==> config.mk <==
export PLATFORM = sky130hd
export DESIGN_NAME = bcd_adder
export DESIGN_NICKNAME = d
export VERILOG_FILES = /design/src/rtl/bcd_pkg.sv /design/src/rtl/bcd_digit_add.sv /design/src/rtl/bcd_adder.sv
export SDC_FILE = /design/constraint.sdc
export NUM_CORES = 1
export LEC_CHECK = 0
export CAP_MARGIN = 10
export CORE_UTILIZATION = 35
export CTS_BUF_LIST = sky130_fd_sc_hd__clkbuf_8
export DETAILED_ROUTE_END_ITERATION = 8
export MAX_ROUTING_LAYER = met4
export PLACE_DENSITY = 0.65
export SLEW_MARGIN = 20
export SYNTH_ARGS = -nofsm -noshare
export SYNTH_HDL_FRONTEND = slang
export SYNTH_SLANG_ARGS = --single-unit
==> constraint.sdc <==
create_clock -name clk -period 2.3 [get_ports clk]
set_input_delay 0.23 -clock clk [delete_from_list [all_inputs] [get_ports clk]]
set_output_delay 0.23 -clock clk [all_outputs]
set_load 0.01 [all_outputs]
==> src/rtl/bcd_pkg.sv <==
// bcd_pkg: shared constants for the single-digit BCD adder
package bcd_pkg;
    localparam int         DIGIT_W  = 4;
    localparam logic [3:0] BCD_MAX  = 4'd9;
    localparam logic [3:0] BCD_CORR = 4'd6;
endpackage

==> src/rtl/bcd_digit_add.sv <==
// bcd_digit_add: combinational BCD digit add with decimal correction and range check
module bcd_digit_add
    import bcd_pkg::*;
(
    input  logic [DIGIT_W-1:0] a,
    input  logic [DIGIT_W-1:0] b,
    input  logic               cin,
    output logic [DIGIT_W-1:0] sum,
    output logic               cout,
    output logic               err
);
    logic [DIGIT_W:0] t;
    always_comb begin
        err  = (a > BCD_MAX) || (b > BCD_MAX);
        t    = {1'b0, a} + {1'b0, b} + {{DIGIT_W{1'b0}}, cin};
        cout = !err && (t > {1'b0, BCD_MAX});
        // adding 6 modulo 16 maps 10..19 onto 0..9
        sum  = err ? '0 : cout ? t[DIGIT_W-1:0] + BCD_CORR : t[DIGIT_W-1:0];
    end
endmodule

==> src/rtl/bcd_adder.sv <==
// bcd_adder: registered single-digit BCD adder with one-cycle valid pipeline
module bcd_adder
    import bcd_pkg::*;
(
    input  logic               clk,
    input  logic               rst,
    input  logic               in_valid,
    input  logic [DIGIT_W-1:0] a,
    input  logic [DIGIT_W-1:0] b,
    input  logic               carry_in,
    output logic               out_valid,
    output logic [DIGIT_W-1:0] sum,
    output logic               carry,
    output logic               err
);
    logic [DIGIT_W-1:0] d_sum;
    logic               d_cout;
    logic               d_err;

    bcd_digit_add u_add (
        .a   (a),
        .b   (b),
        .cin (carry_in),
        .sum (d_sum),
        .cout(d_cout),
        .err (d_err)
    );

    always_ff @(posedge clk) begin
        if (rst) begin
            out_valid <= 1'b0;
            sum       <= '0;
            carry     <= 1'b0;
            err       <= 1'b0;
        end else begin
            out_valid <= in_valid;
            if (in_valid) begin
                sum   <= d_sum;
                carry <= d_cout;
                err   <= d_err;
            end
        end
    end
endmodule

# ---- After elaboration in Yosys (flattened, before gate mapping)
# Index checks and enable logic that the tools add are counted.
dict set report op_classes {
  addsub 3
  n_lt_le_gt_ge 3
  mux 2
  reduce_logical 3
}
# operator n
set ops {}
lappend ops {{> comparator 4 bit (second input constant)} 2}
lappend ops {{2-to-1 mux 4 bit} 2}
lappend ops {{adder 4 x 4 -> 5 bit} 1}
lappend ops {{adder 5 x 1 -> 5 bit} 1}
lappend ops {{> comparator 5 x 4 -> 1 bit (second input constant)} 1}
lappend ops {{adder 4 x 3 -> 4 bit (second input constant)} 1}
lappend ops {{logical AND 1 bit} 1}
lappend ops {{zero test 1 bit} 1}
lappend ops {{logical OR 1 bit} 1}
dict set report word_totals {
  ff_bits 7
  in_bits 12
  out_inout_bits 7
  elab_cells 15
}

# ---- Logic depth before layout (Yosys ltp)
dict set report depth {
  ltp_word 6
  depth_mapped 7
  ltp_nobuf 7
}

# ---- By module
# From an unflattened synthesis, not the netlist that was laid out.
dict set report hier_totals {
  hier_cells 56
  hier_area_um2 514.2
}
# module instances cells_per_inst area_each_um2
set modules_own_cells {}
lappend modules_own_cells {bcd_digit_add 1 35 274.0}
lappend modules_own_cells {bcd_adder 1 21 240.2}

# ---- Worst setup path before layout
# Ideal clock, no wire load.
dict set report synth_timing {
  path_kind {input to register}
  from {in a[0]}
  to {reg sum[1]}
  arrival_ns 2.039
  required_ns 2.180
  path_slack_ns 0.141
  path_stages 7
  path_cell_list {fa_1 > fa_1 > xnor2_1 > and2_4 > o31ai_4 > nor4_1 > a211o_1}
}
dict set report synth_between {
  elab_chain_len 6
  elab_cells_between_ends 10
}
# item line
set synth_lines {}
lappend synth_lines {{start, declared} bcd_adder.sv:8} ;# input logic [DIGIT_W-1:0] a,
lappend synth_lines {{adder 4 x 4 -> 5 bit or > comparator 4 bit (tied branches)} {bcd_digit_add.sv:15, bcd_digit_add.sv:14}}
lappend synth_lines {{adder 5 x 1 -> 5 bit or logical OR 1 bit (tied branches)} {bcd_digit_add.sv:15, bcd_digit_add.sv:14}}
lappend synth_lines {{> comparator 5 x 4 -> 1 bit or zero test 1 bit (tied branches)} bcd_digit_add.sv:16} ;# cout = !err && (t > {1'b0, BCD_MAX});
lappend synth_lines {{logical AND 1 bit} bcd_digit_add.sv:16}
lappend synth_lines {{2-to-1 mux 4 bit} bcd_digit_add.sv:18} ;# sum = err ? '0 : cout ? t[DIGIT_W-1:0] + BCD_CORR : t[DIGIT_W-1:0];
lappend synth_lines {{2-to-1 mux 4 bit *} bcd_digit_add.sv:18}
lappend synth_lines {{end signal, assigned} bcd_adder.sv:38} ;# sum <= d_sum;
lappend synth_lines {{end, declared} bcd_adder.sv:12} ;# output logic [DIGIT_W-1:0] sum,
# Mark *: on every way between the ends. The rest lies on a longest branch, timed or not.
# A chain may end at the register's enable or synchronous reset.

# ---- Worst setup path in the final report
dict set report layout_timing {
  from {in carry_in}
  to {reg sum[1]}
}
dict set report layout_between {
  elab_chain_len 5
  elab_cells_between_ends 6
}
# item line
set layout_lines {}
lappend layout_lines {{start, declared} bcd_adder.sv:10} ;# input logic carry_in,
lappend layout_lines {{adder 5 x 1 -> 5 bit *} bcd_digit_add.sv:15} ;# t = {1'b0, a} + {1'b0, b} + {{DIGIT_W{1'b0}}, cin};
lappend layout_lines {{> comparator 5 x 4 -> 1 bit} bcd_digit_add.sv:16}
lappend layout_lines {{logical AND 1 bit} bcd_digit_add.sv:16}
lappend layout_lines {{2-to-1 mux 4 bit * (2 in a row)} bcd_digit_add.sv:18}
# Marked as above.

==> impl_metrics.ini <==
[grt]
overflow = 0
grt_max_degree = 13
grt_usage_pct = 18.1
grt_pass1_vias = 455
grt_pass1_wl_mm = 1.87
antenna_found_initial = 0

[min_path]
hold_class = flop to flop
worstHoldEndpoint = err$_SDFFE_PP0P_
min_from = err$_SDFFE_PP0P_
hold_depth = 2

[setup_path]
setup.worst_path.end_class = flop
worst-r2r-cell-count = 4
r2r_end = sum[2]$_SDFFE_PP0P_
r2r-start = sum[2]$_SDFFE_PP0P_
cp_data_required_time_ps = 2410
critPathKind = input port to flop
rrSetupSlack_ps = 1400
startpoint_type = input port
cp.arrival_ps = 2310
critPathMaxFanout = 3

[die]
initial_utilization_pct = 38.6
die_w_um = 40.6
die_area_um2 = 1650
row_count = 13
core_um2 = 1350
die_y_um = 40.6
ioPinCount = 19

[cells_and_area]
design_area_um2 = 845
syn_to_final_growth_pct = 61.9
num-nets-final = 104
drive_gt1_share_pct = 24.7
fillCellCount = 114
diodes = 0

[pwr]
p_sw_share_pct = 28.3
p_leak_nw = 0.364
ir_drop_uv = 266
intPower_uw = 347
p_per_area_nw_per_um2 = 573
seqPwrFrac_pct = 27.5
combPwrFrac_pct = 38.1
p_clk_share_pct = 34.3
p_switching_uw = 137
p_total_uw = 484

[cts]
clk_latency_ps = 220
cts-root-buf = clkbuf_8
cts_tree = yes
cts_buffers = 3
clockBufferDepth = 2
clk_pin_slew_ps = 40
cts_sinks = 7
htreeDepth = 1

[route]
route.detailed.drc = 0
drt-initial-drc-count = 5
wl_per_cell_um = 12.2
ant_nets = 0
dr.pass1.iters = 3
viasPerCell = 4.87
vias = 487
routed_wl_mm = 1.22

[synth]
synth_top_area_share_pct = 26.9
synth.largest_area_cell = dfxtp_1
synthCells = 58
syn-num-nets = 76
async_flop_share_pct = 0
synth.distinct_cells = 31
synth_area_um2 = 522
yosysWarnings = 0
synth.area.top_cells = dfxtp_1 (27%), ha_1 (9.6%), fa_1 (7.7%)
syn_area_per_cell_um2 = 9.00
ys_seq_area_share_pct = 26.9
synthFlopType = dfxtp_1
synth_edf_count = 0
yosys_register_bits = 7

[run]
drv_cap = 0

[sta]
fin_crit_sh_pct = 95.6
relSlewSlack_pct = 71.8
maxSlewViolCount = 0
fmax_mhz = 455
setup-violations-final = 0
hold_violations = 0
skew_ps = 0
rsz0062_at_grt = false
tightestPinTransition_ps = 420
whs_ps = 474
finalCriticalPeriod_ps = 2200

[status]
status = finished clean

[placed_design]
io_buffers = 18
place_hpwl_um = 946
gp_congestion = 0.756
placed_area_um2 = 757
-- registers in the layout, summed over array words and instances, names as in the netlist --
register / cells
carry: 1
err: 1
out_valid: 1
sum: 4
-- power groups by stage --
stage                     Combinational, mW  Clock, mW  Sequential [mW]
after floorplan                      0.0906          0            0.139
after global placement                0.168          0            0.135
after detailed placement              0.171          0            0.135
after CTS                             0.181      0.169            0.133
after global routing                  0.203      0.173            0.134
final                                 0.184      0.166            0.133
-- cells in the final DEF, fill, tap and decap left out, drive strengths merged, types with 2 or more instances in the layout --
cell type / count
clkdlybuf4s50: 15
dfxtp: 7
buf: 7
nor2: 5
ha: 4
a211oi: 4
inv: 3
nand2b: 3
nand2: 3
clkbuf: 3
a21oi: 3
nor3: 2
a21o: 2
o21ai: 2
nor2b: 2
fa: 2
dlymetal6s2s: 2
and2: 2
o31ai: 2
-- critical path, cell delays in order --
cell           delay [ps]
dlygate4sd2_1         260
fa_2                  410
fa_2                  580
inv_1                  60
and2_4                150
o31ai_4               290
nor4_2                 60
a211o_1               270
-- cells by family after synthesis --
family,Yosys count,synth area share [%]
DFF,7,26.9
xor gates and xnor gates,1,1.68
AOI/OAI and AO/OA,16,24.5
adders and majority gates,6,17.3
buffers and inverters,4,3.12
muxes,1,1.92
and+or+nand+nor,23,24.7
-- layer usage --
layer | routed length [um] | GRT usage (%) | up-vias
li1 | - | - | 264
met1 | 558 | 19.6 | 209
met2 | 616 | 32.1 | 14
met3 | 43 | 1.63 | 0
met4 | 0 | 10.0 | 0
met5 | 0 | - | -
-- worst max-delay path by stage --
stage | startpoint | endpoint | slack (ps) | cells after the start
2_1_floorplan | a[0] | sum[1]$_SDFFE_PP0P_ | 140 | 7
3_3_place_gp | a[0] | sum[2]$_SDFFE_PP0P_ | -320 | 8
3_5_place_dp | a[0] | sum[2]$_SDFFE_PP0P_ | -410 | 8
4_1_cts | b[0] | sum[1]$_SDFFE_PP0P_ | 6 | 8
5_1_grt | carry_in | sum[1]$_SDFFE_PP0P_ | 40 | 8
6_report | carry_in | sum[1]$_SDFFE_PP0P_ | 100 | 8
-- cells in the mapped netlist (all sizes together), types with 2 or more instances --
| cell | instances |
|---|---|
| a21oi | 3 |
| ha | 4 |
| nor3 | 2 |
| o21ai | 2 |
| dfxtp | 7 |
| inv | 2 |
| a211oi | 4 |
| clkbuf | 2 |
| o31ai | 2 |
| nand2b | 3 |
| and2 | 2 |
| nand2 | 3 |
| nor2 | 5 |
| nor2b | 2 |
| fa | 2 |
| a21o | 2 |
-- area by class of cell --
cell class	instances	area, um2	share of cell area, %
well taps	15	18.8	2.22
multi-input cells	47	397	47.0
clock buffers	3	41.3	4.89
repair buffers	25	236	28.0
inverters	2	7.51	0.889
clock inverters	1	3.75	0.444
flip-flops and latches	7	140	16.6
-- timing repair --
item                                    CTS  global route
setup buffers                             0             1
hold buffers                              0             0
endpoints found under the setup margin    3             3
pin swaps                                 2             4
gates resized for setup                   6             3
-- per-stage QoR --
stage / std cells / util [%] / setup WS [ps] / TNS, ps
final: 100 / 62.6 / 101 / 0
after global routing: 100 / 62.6 / 37.1 / 0
after CTS: 99 / 61.2 / 5.80 / 0
after detailed placement: 95 / 56.1 / -406 / -1240
after global placement: 95 / 56.1 / -315 / -1040
after floorplan: 58 / - / 141 / 0
Power figures use the tool's default switching activity.
==> RTL change 1: new RTL, same flow settings <==
Change the package constant `DIGIT_W` from 4 to 5.
--- a/src/rtl/bcd_pkg.sv
+++ b/src/rtl/bcd_pkg.sv
@@ -1,6 +1,6 @@
 // bcd_pkg: shared constants for the single-digit BCD adder
 package bcd_pkg;
-    localparam int         DIGIT_W  = 4;
+    localparam int         DIGIT_W  = 5;
     localparam logic [3:0] BCD_MAX  = 4'd9;
     localparam logic [3:0] BCD_CORR = 4'd6;
 endpackage
Interface: changed (resized a, b and sum); port bits go from 19 to 22. The function was not compared with the original's and may differ.
==> RTL change 1 against the original RTL <==
- synthesized cell count rose by 38%
- cell count rose by 41%
- highest routed layer is now met4
- register-to-register slack improved by 0.08 ns
- utilization fell by 1.3 points
- routed wire length rose by 25%
- die area rose by 24%
- sequential cell count rose by 1
- via count rose by 42%
- power rose by 12%
- critical endpoint is now sum[3]
- design area rose by 27%
- area after synthesis rose by 26%
- worst setup slack got worse by 0.033 ns
==> RTL change 1: results <==
finish:
  sh_seq_area: 0.150
  multi_input_area_sq_um: 502
  fillers: 162
  final_cells: 141
  bufAreaShareNonClock: 0.292
  seq_cell_count: 8
  nNonClkBuffers: 34
  final_util: 0.612
drt:
  vias: 693
  met2WireLength_um: 789
  drt_iter0_drc: 8
  dr.pass1.iters: 4
  wl_per_cell_um: 10.8
  wl_met1_um: 683
synthesis:
  syn_avg_cell_area_sq_um: 8.20
  synthDistinctLibCells: 34
  synth_common_cells: "9 x nor2_1, 8 x dfxtp_1, 7 x nand2_1"
min_path:
  hold_path.startpoint: "sum[4]"
  min_to: "sum[4]"
critical_path:
  r2r_cells: 2
  rrSetupSlack_ns: 1.48
  r2r_start: "sum[3]"
power_and_ir_drop:
  total_power_mw: 0.541
global_routing:
  grt_use_met3: 0.0240
  grt_util_all_layers: 0.186
  met1_usage: 0.217
sta:
  whs_ns: 0.446
  tightest_slew_ns: 0.400
floorplan:
  tap_cells: 25
status:
  status: "finished, final reports clean"
placed_design:
  gp_congestion: 0.853
-- RTL change 1: logic make-up (layout without fill, tap and decap cells) --
family | count (synthesis) | in the layout | synth area share
AOI/OAI and AO/OA | 17 | 17 | 0.183
xor gates and xnor gates | 3 | 3 | 0.0401
adders and majority gates | 7 | 7 | 0.156
buffers and inverters | 7 | 43 | 0.0401
DFF | 8 | 8 | 0.244
muxes | 2 | 2 | 0.0305
and+or+nand+nor | 36 | 36 | 0.305
-- RTL change 1: what timing repair did --
item                                    CTS  global route
pin swaps                                 7             7
cloned                                    0             0
endpoints found under the setup margin    4             3
buffers inserted                          2             0
gates resized for setup                  14             5
-- RTL change 1: worst max path at each step --
stage / startpoint / to / cells after the start
floorplan: a[0] / sum[1] / 8
global placement: a[0] / sum[3] / 9
detailed placement: a[0] / sum[3] / 9
CTS: a[0] / sum[3] / 9
global route: carry_in / sum[1] / 11
finish: carry_in / sum[3] / 9
==> RTL change 2: new RTL, same settings <==
Without the edit above. Remove the register `out_valid`: a continuous assignment takes its place, so the output `out_valid` follows one clock earlier.
--- a/src/rtl/bcd_adder.sv
+++ b/src/rtl/bcd_adder.sv
@@ -28,12 +28,10 @@
 
     always_ff @(posedge clk) begin
         if (rst) begin
-            out_valid <= 1'b0;
             sum       <= '0;
             carry     <= 1'b0;
             err       <= 1'b0;
         end else begin
-            out_valid <= in_valid;
             if (in_valid) begin
                 sum   <= d_sum;
                 carry <= d_cout;
@@ -41,5 +39,7 @@
             end
         end
     end
+
+    assign out_valid = in_valid;
 endmodule
 
Formal check against the unedited RTL: not equivalent (a bounded check fails within 4 cycles, from zero or initial values and one cycle with rst high).
==> RTL change 2 against the original RTL <==
- via count down 0.82%
- power decreased by 0.81%
- routed wire length down 9.8%
- combinational power grew 12%
- register-to-register slack better by 0.20 ns
- sequential share of layout area fell by 1.8 points
- area after synthesis decreased by 12%
- clock skew stayed put
- design area is 3.6% lower
- worst setup slack improved by 0.088 ns
- hold slack got worse by 0.0085 ns
- non-clock buffer count is 6 higher
- sequential cell count down 1
- critical path type unchanged
- largest cell class unchanged
==> RTL change 2: results <==
power_and_ir_drop:
  leakage_nw: 0.363
placed_design:
  hpwl_um: 863
  dp_slack_ns: -0.374
  place_inst: 90
  gp_congestion: 0.752
synthesis:
  synth_common_cells: "6 x dfxtp_1, 4 x ha_1, 4 x inv_1, 4 x nor2_1"
  synth.area.mux_share: 0.0461
  syn_avg_cell_area_sq_um: 9.05
  synth-xor-area-share: 0.0190
  ys_seq_area_frac: 0.260
  synthDistinctLibCells: 27
status:
  status: "finished, final reports clean"
cts:
  cts_setup_buffers: 3
  post_cts_resized: 8
global_routing:
  grt_pass1_wl_um: 1880
  grt_util_all_layers: 0.193
  grt_max_degree: 10
drt:
  drt_iter0_drc: 6
  wl_per_cell_um: 11.3
  vias: 483
  vias_per_cell: 4.98
finish:
  layout-drive-gt1-share: 0.301
critical_path:
  crit_path_max_fanout: 2
  cpPeakStageDelay_ns: 0.55
sta:
  max_slew_margin: 0.766
==> RTL change 2: cell count changes after synthesis, sizes merged, moves of 2 or more <==
cell	unedited run	this run
o32ai	0	2
a211oi	4	0
nor2b	2	0
buf	0	2
inv	2	4
or2	0	2
nor3	2	0
nand2b	3	1
nand2	3	1
clkbuf	2	0
==> RTL change 2: layout make-up <==
type,instances,area (sq um)
Inverter,4,15.0
Sequential cell,6,120
Clock buffer,3,41.3
Timing Repair Buffer,31,278
Tap cell,14,17.5
Fill cell,98,357
Multi-Input combinational cell,39,343
==> RTL change 2: critical path, delay by kind of cell <==
family                     cells  cell delay, ns
adders and majority gates      2            0.93
muxes                          1            0.32
buffers and inverters          2            0.31
AOI/OAI and AO/OA              2            0.31
and+or+nand+nor                1            0.14
==> RTL change 2: per-layer routing <==
| metal | GRT usage | share of wire | vias to the layer above | routed length [um] |
|---|---|---|---|---|
| li1 | - | - | 246 | - |
| met5 | - | 0 | - | 0 |
| met4 | 0.0536 | 0 | 0 | 0 |
| met2 | 0.305 | 0.46 | 12 | 511 |
| met3 | 0.0698 | 0.054 | 0 | 59 |
| met1 | 0.230 | 0.48 | 225 | 528 |
==> RTL change 2: final timing paths <==
| path | to | slack, ns | from |
|---|---|---|---|
| worst min-delay path | sum[0] | 0.47 | sum[0] |
| worst min register to register | sum[0] | 0.47 | sum[0] |
| worst max register to register | sum[2] | 1.60 | sum[2] |
| worst max-delay path | sum[2] | 0.19 | b[0] |
==> RTL change 2: power breakdown <==
group	total, mW	leakage, nW	switching [mW]	internal, mW
clock	0.159	0.0216	0.0461	0.112
combinational	0.207	0.293	0.0812	0.126
sequential	0.115	0.0490	0.00294	0.112
